--- src/rtl/uart_pkg.sv ---
// Shared UART definitions: transmitter FSM states, frame constants and
// receiver status bit positions used by both TX and RX sides.
package uart_pkg;

  typedef enum logic [2:0] {
    ST_IDLE,
    ST_START,
    ST_DATA,
    ST_PARITY,
    ST_STOP,
    ST_GAP
  } tx_state_e;

  localparam int unsigned UART_DATA_BITS = 8;
  localparam logic        START_BIT      = 1'b0;
  localparam logic        STOP_BIT       = 1'b1;

  // Receiver status word bit positions (parity, framing, break errors)
  localparam int unsigned RX_STAT_PE = 0;
  localparam int unsigned RX_STAT_FE = 1;
  localparam int unsigned RX_STAT_BE = 2;

  function automatic logic calc_parity(input logic [UART_DATA_BITS-1:0] data,
                                       input logic odd);
    return odd ? ~^data : ^data;
  endfunction

endpackage

--- src/rtl/uart_tx_fifo.sv ---
// Synchronous first-word-fall-through FIFO feeding the UART serializer.
// Writes while full and reads while empty are ignored; full/empty are
// combinational from the occupancy count.
module uart_tx_fifo #(
  parameter int unsigned WIDTH = 8,
  parameter int unsigned DEPTH = 16
) (
  input  logic             clk,
  input  logic             rst,
  input  logic             wr_en,
  input  logic [WIDTH-1:0] wr_data,
  input  logic             rd_en,
  output logic [WIDTH-1:0] rd_data,
  output logic             full,
  output logic             empty
);

  localparam int unsigned AW = (DEPTH > 1) ? $clog2(DEPTH) : 1;
  localparam int unsigned CW = AW + 1;

  logic [WIDTH-1:0] mem_q [DEPTH];
  logic [AW-1:0]    wr_ptr_q, wr_ptr_d;
  logic [AW-1:0]    rd_ptr_q, rd_ptr_d;
  logic [CW-1:0]    count_q, count_d;
  logic             do_wr, do_rd;

  assign full    = (count_q == CW'(DEPTH));
  assign empty   = (count_q == '0);
  assign rd_data = mem_q[rd_ptr_q];

  // Pointer and occupancy update; pointers wrap naturally at DEPTH
  always_comb begin
    do_wr    = wr_en && !full;
    do_rd    = rd_en && !empty;
    wr_ptr_d = do_wr ? wr_ptr_q + AW'(1) : wr_ptr_q;
    rd_ptr_d = do_rd ? rd_ptr_q + AW'(1) : rd_ptr_q;
    count_d  = count_q + CW'(do_wr) - CW'(do_rd);
  end

  // Control state registers
  always_ff @(posedge clk) begin
    if (rst) begin
      wr_ptr_q <= '0;
      rd_ptr_q <= '0;
      count_q  <= '0;
    end else begin
      wr_ptr_q <= wr_ptr_d;
      rd_ptr_q <= rd_ptr_d;
      count_q  <= count_d;
    end
  end

  // Storage array, no reset needed
  always_ff @(posedge clk) begin
    if (do_wr) mem_q[wr_ptr_q] <= wr_data;
  end

endmodule

--- src/rtl/uart_tx_wrapper.sv ---
// Buffered UART transmitter: host bytes go into a FIFO, the serializer
// drains it as start / 8 data LSB-first / parity / stop frames followed by
// an idle gap. Define UART_TX_PARITY_EN to include the parity bit
// (11-bit frame); without it the frame is 10 bits and PARITY_ODD is unused.
module uart_tx_wrapper
  import uart_pkg::*;
#(
  parameter int unsigned FIFO_DEPTH   = 16,
  parameter int unsigned CLKS_PER_BIT = 1,
  parameter int unsigned PARITY_ODD   = 1,
  parameter int unsigned IDLE_BITS    = 1
) (
  input  logic       UART_clk,
  input  logic       rst,
  input  logic       wr_en,
  input  logic [7:0] wr_data,
  output logic       full,
  output logic       empty,
  output logic       busy,
  output logic       overflow,
  output logic       tx
);

  localparam int unsigned BAUD_W = (CLKS_PER_BIT > 1) ? $clog2(CLKS_PER_BIT) : 1;
  localparam int unsigned GAP_W  = (IDLE_BITS > 1) ? $clog2(IDLE_BITS) : 1;
  localparam logic [BAUD_W-1:0] BAUD_LAST = BAUD_W'(CLKS_PER_BIT - 1);
  localparam logic [GAP_W-1:0]  GAP_LAST  = GAP_W'((IDLE_BITS > 0) ? IDLE_BITS - 1 : 0);

  tx_state_e                 state_q, state_d;
  logic [BAUD_W-1:0]         baud_q, baud_d;
  logic [2:0]                bit_idx_q, bit_idx_d;
  logic [GAP_W-1:0]          gap_q, gap_d;
  logic [UART_DATA_BITS-1:0] shift_q, shift_d;
  logic                      tx_q, tx_d;
  logic                      busy_q, busy_d;
  logic                      overflow_q, overflow_d;
`ifdef UART_TX_PARITY_EN
  logic                      parity_q, parity_d;
`else
  logic                      unused_parity_cfg;
  assign unused_parity_cfg = (PARITY_ODD != 0);
`endif

  logic                      pop;
  logic                      bit_end;
  logic                      enter_idle;
  logic [UART_DATA_BITS-1:0] fifo_rd;
  logic                      fifo_full, fifo_empty;

  uart_tx_fifo #(
    .WIDTH (UART_DATA_BITS),
    .DEPTH (FIFO_DEPTH)
  ) u_fifo (
    .clk     (UART_clk),
    .rst     (rst),
    .wr_en   (wr_en),
    .wr_data (wr_data),
    .rd_en   (pop),
    .rd_data (fifo_rd),
    .full    (fifo_full),
    .empty   (fifo_empty)
  );

  assign full     = fifo_full;
  assign empty    = fifo_empty;
  assign busy     = busy_q;
  assign overflow = overflow_q;
  assign tx       = tx_q;

  // Serializer next-state; the IDLE pop is also evaluated on the last
  // bit-time of the frame tail so back-to-back frames have no extra idle cycle
  always_comb begin
    state_d    = state_q;
    bit_idx_d  = bit_idx_q;
    gap_d      = gap_q;
    shift_d    = shift_q;
    tx_d       = tx_q;
    busy_d     = busy_q;
    overflow_d = overflow_q | (wr_en & fifo_full);
`ifdef UART_TX_PARITY_EN
    parity_d   = parity_q;
`endif
    pop        = 1'b0;
    enter_idle = 1'b0;
    bit_end    = (baud_q == BAUD_LAST);
    baud_d     = (state_q == ST_IDLE || bit_end) ? '0 : baud_q + BAUD_W'(1);

    case (state_q)
      ST_IDLE: enter_idle = 1'b1;
      ST_START: begin
        if (bit_end) begin
          state_d   = ST_DATA;
          bit_idx_d = '0;
          tx_d      = shift_q[0];
        end
      end
      ST_DATA: begin
        if (bit_end) begin
          if (bit_idx_q == 3'd7) begin
`ifdef UART_TX_PARITY_EN
            state_d = ST_PARITY;
            tx_d    = parity_q;
`else
            state_d = ST_STOP;
            tx_d    = STOP_BIT;
`endif
          end else begin
            bit_idx_d = bit_idx_q + 3'd1;
            tx_d      = shift_q[bit_idx_q + 3'd1];
          end
        end
      end
`ifdef UART_TX_PARITY_EN
      ST_PARITY: begin
        if (bit_end) begin
          state_d = ST_STOP;
          tx_d    = STOP_BIT;
        end
      end
`endif
      ST_STOP: begin
        if (bit_end) begin
          if (IDLE_BITS > 0) begin
            state_d = ST_GAP;
            gap_d   = '0;
            tx_d    = STOP_BIT;
          end else begin
            enter_idle = 1'b1;
          end
        end
      end
      ST_GAP: begin
        if (bit_end) begin
          if (gap_q == GAP_LAST) enter_idle = 1'b1;
          else                   gap_d = gap_q + GAP_W'(1);
        end
      end
      default: state_d = ST_IDLE;
    endcase

    if (enter_idle) begin
      if (!fifo_empty) begin
        pop     = 1'b1;
        shift_d = fifo_rd;
`ifdef UART_TX_PARITY_EN
        parity_d = calc_parity(fifo_rd, PARITY_ODD != 0);
`endif
        tx_d    = START_BIT;
        busy_d  = 1'b1;
        state_d = ST_START;
      end else begin
        tx_d    = STOP_BIT;
        busy_d  = 1'b0;
        state_d = ST_IDLE;
      end
    end
  end

  // Serializer state and registered outputs
  always_ff @(posedge UART_clk) begin
    if (rst) begin
      state_q    <= ST_IDLE;
      baud_q     <= '0;
      bit_idx_q  <= '0;
      gap_q      <= '0;
      shift_q    <= '0;
      tx_q       <= 1'b1;
      busy_q     <= 1'b0;
      overflow_q <= 1'b0;
`ifdef UART_TX_PARITY_EN
      parity_q   <= 1'b0;
`endif
    end else begin
      state_q    <= state_d;
      baud_q     <= baud_d;
      bit_idx_q  <= bit_idx_d;
      gap_q      <= gap_d;
      shift_q    <= shift_d;
      tx_q       <= tx_d;
      busy_q     <= busy_d;
      overflow_q <= overflow_d;
`ifdef UART_TX_PARITY_EN
      parity_q   <= parity_d;
`endif
    end
  end

endmodule
--- config.mk ---
export PLATFORM = sky130hd
export DESIGN_NAME = uart_tx_wrapper
export DESIGN_NICKNAME = d
export VERILOG_FILES = /design/src/rtl/uart_pkg.sv /design/src/rtl/uart_tx_fifo.sv /design/src/rtl/uart_tx_wrapper.sv
export SDC_FILE = /design/constraint.sdc
export NUM_CORES = 1
export LEC_CHECK = 0
export BUFFER_PORTS_ARGS = -buffer_cell sky130_fd_sc_hd__buf_2
export CORE_ASPECT_RATIO = 1.25
export CORE_MARGIN = 2
export CORE_UTILIZATION = 35
export CTS_BUF_LIST = sky130_fd_sc_hd__clkbuf_8 sky130_fd_sc_hd__clkbuf_16
export CTS_CLUSTER_SIZE = 40
export DETAILED_ROUTE_END_ITERATION = 8
export SLEW_MARGIN = 40
export SYNTH_ARGS = -nofsm -noshare
export SYNTH_HDL_FRONTEND = slang
export SYNTH_SLANG_ARGS = --single-unit
--- constraint.sdc ---
create_clock -name UART_clk -period 2.57 [get_ports UART_clk]
set_clock_uncertainty 0.2 [all_clocks]
set_input_delay 0.257 -clock UART_clk [delete_from_list [all_inputs] [get_ports UART_clk]]
set_output_delay 0.257 -clock UART_clk [all_outputs]
set_load 0.03 [all_outputs]
==> flow_summary.ini <==
[placed_design]
gp_congestion = 0.809
place_ws_ps = -66.1
io_buffer_count = 15
place_hpwl_um = 8630

[die]
rows = 56
pin_count = 16
dieArea_sq_mm = 0.0200
die_x_um = 127
die_y_um = 158
floorplan.core_area_sq_mm = 0.0186
initial_utilization_pct = 35.4

[route]
ant_nets = 0
drt_iter0_markers = 231
vias = 3634
wire_per_inst_um = 18.3
drc_errors = 0
routed_via_density = 5.14
wirelength_um = 12900
drt_pass1_iterations = 4

[yosys]
syn_nets = 452
synth-edff-count = 128
yosys.cell_types.count = 47
ys_seq_area_share_pct = 67.6
synth-main-ff-cell = edfxtp_1
syn_avg_cell_area_sq_um = 15.5
ys_ff_latch = 159
syn_area_sq_mm = 0.00660
synth_cells = 427
ys_warn_count = 0
async_reset_ff_share_pct = 0

[critical_path]
critPathCaptureType = register
r2r-start = state_q[2]
cp-endpoint = u_fifo.count_q[4]
path_max_fanout = 4
start_kind = register
r2r_cells = 11
worstReg2RegEnd = u_fifo.count_q[4]
cp.arrival_ps = 2650
worstSetupPathType = register to register
cp-startpoint = state_q[2]
required_ps = 2660
r2r_slack_ps = 3

[global_route]
grt_max_degree = 52
overflow = 0
grt_use_total_pct = 13.6
antenna_found_initial = 0
grt_pass1_wl_um = 20300
grt_pass1_vias = 3628

[timing]
holdWs_ps = 42.2
fmax_mhz = 390
final_hold_viol_count = 0
fin_tns_setup_ps = 0
post-route-min-period_ps = 2570
setup_ws_ps = 3.13
rsz0062_at_grt = yes
finalSetupViolations = 0
report.final.slew_viol_count = 0
worst_pin_slew_ps = 586
finalCritPeriodShare_pct = 99.9
slew-limit-headroom_pct = 60.9

[clocking]
clock_latency_ps = 430
clock_path_buffers = 2
postCtsSetupBuffers = 0
clkSinkCount = 159
clk_pin_slew_ps = 60
cts_tree = done
root_buffer = clkbuf_16
htree_num_levels = 4
cts-buffers-inserted = 17

[power]
power_density_mw_per_mm2 = 998
peakVddDrop_v = 0.000549
leakagePower_nw = 2.60

[worst_hold_path]
hp-class = input port to register

[layout]
area.growth.synth_to_final_pct = 17.3
utilization_pct = 41.6
final_nets = 487
diodes = 0
final_layout_size_suffix_gt1_share_pct = 23.2

[flow_run]
cap_viol_max_count = 0

[status]
outcome = finished clean
==> worst min-delay path by stage <==
stage,from,end,slack (ps),cells past startpoint
2_1_floorplan,wr_data[0],u_fifo.mem_q[0][0],160,0
3_3_place_gp,overflow,overflow,260,2
3_5_place_dp,overflow,overflow,260,2
4_1_cts,wr_data[7],u_fifo.mem_q[10][7],20,1
5_1_grt,wr_data[6],u_fifo.mem_q[15][6],30,1
6_report,wr_data[7],u_fifo.mem_q[3][7],40,1
==> stage by stage <==
stage | cells | total power [W] | instance area, sq um
final | 707 | 0.00773 | 7750
after global routing | 707 | 0.00809 | 7750
after CTS | 707 | 0.00781 | 7740
after detailed placement | 674 | 0.00505 | 7080
after global placement | 674 | 0.00499 | 7080
after floorplan | 427 | 0.00461 | 6650
==> cell usage after synthesis, types with 4 or more instances <==
cell / number / area (sq um)
o22ai_1: 16 / 100
nor2_1: 38 / 143
a21oi_1: 9 / 45.0
nor2b_1: 8 / 50.1
xnor2_1: 4 / 35.0
buf_6: 4 / 45.0
edfxtp_1: 128 / 3840
ha_1: 13 / 163
nand2_1: 15 / 56.3
a311oi_1: 8 / 70.1
mux2i_1: 38 / 380
a211oi_1: 10 / 75.1
mux4_2: 18 / 405
dfxtp_1: 31 / 621
inv_1: 11 / 41.3
nand3_1: 7 / 35.0
clkbuf_1: 7 / 26.3
nor3_1: 8 / 40.0
buf_2: 9 / 45.0
==> state kept, by name (all words and copies together), names as in the netlist <==
signal / count
u_fifo.rd_ptr_q: 4
state_q: 3
u_fifo.mem_q: 128
busy: 1
shift_q: 8
bit_idx_q: 3
baud_q: 1
u_fifo.count_q: 5
u_fifo.wr_ptr_q: 4
overflow: 1
tx: 1
==> power breakdown <==
part           internal (W)  total [W]  switching, W
Clock               0.00166    0.00274       0.00108
Combinational      0.000837    0.00187       0.00104
Sequential          0.00298    0.00312      0.000134
Total               0.00548    0.00773       0.00224
==> layer usage <==
metal	vias to the layer above	part of all wire [%]	global-route usage, %
met5	-	0	0
met4	0	2.4	6.38
met1	1850	44	16.8
li1	1706	-	-
met2	59	50	22.6
met3	19	2.7	3.41
==> cells by family after synthesis <==
kind of cell / count (synthesis) / synth area share (%)
DFF: 159 / 67.6
and+or+nand+nor: 98 / 7.81
muxes: 56 / 11.9
AOI/OAI and AO/OA: 55 / 6.04
buffers and inverters: 37 / 2.90
adders and majority gates: 14 / 2.77
xor gates and xnor gates: 7 / 0.928
other: 1 / 0.0568
==> area by class of cell <==
type                    count  area, sq um
flip-flops and latches    159         4470
clock buffers              17          425
multi-input cells         231         2000
well taps                 232          290
inverters                  11         41.3
clock inverters            15          220
repair buffers             42          305
fillers                  1660        10900
==> placed cells by master, fill, tap and decap left out, types with 2 or more instances in the layout <==
cell	n
o21ai_0	2
dfxtp_1	28
xnor2_1	4
nand2b_1	3
a21oi_1	9
nand3_1	7
bufinv_16	4
and3_1	3
or3_1	2
inv_1	7
dfxtp_2	3
a211oi_1	10
edfxtp_1	128
inv_2	4
clkbuf_16	17
nand2_1	15
mux2i_1	38
buf_2	15
nor3_1	8
o22ai_1	16
buf_4	24
nor3b_1	2
ha_4	3
inv_6	6
inv_8	3
a311oi_1	8
nor2b_1	7
ha_1	10
xor2_1	3
a21o_1	2
mux4_2	18
nand3b_1	3
nor2_1	38
buf_12	2
==> worst max-delay path, stage by stage (launching register included) <==
cell	delay, ps
dfxtp_1	350
or2_4	290
a211oi_4	260
ha_4	240
inv_2	60
ha_4	120
inv_2	40
fa_2	350
nor2b_2	150
o21bai_1	110
a21oi_1	190
nor3b_2	70
==> timing repair <==
item                                   in CTS  in global routing
hold buffers                                1                  0
pin swaps                                   1                  0
setup endpoints to repair                   1                  1
gates resized for setup                     1                  1
endpoints found under the hold margin       2                  0
(Power assumes the default switching activity.)
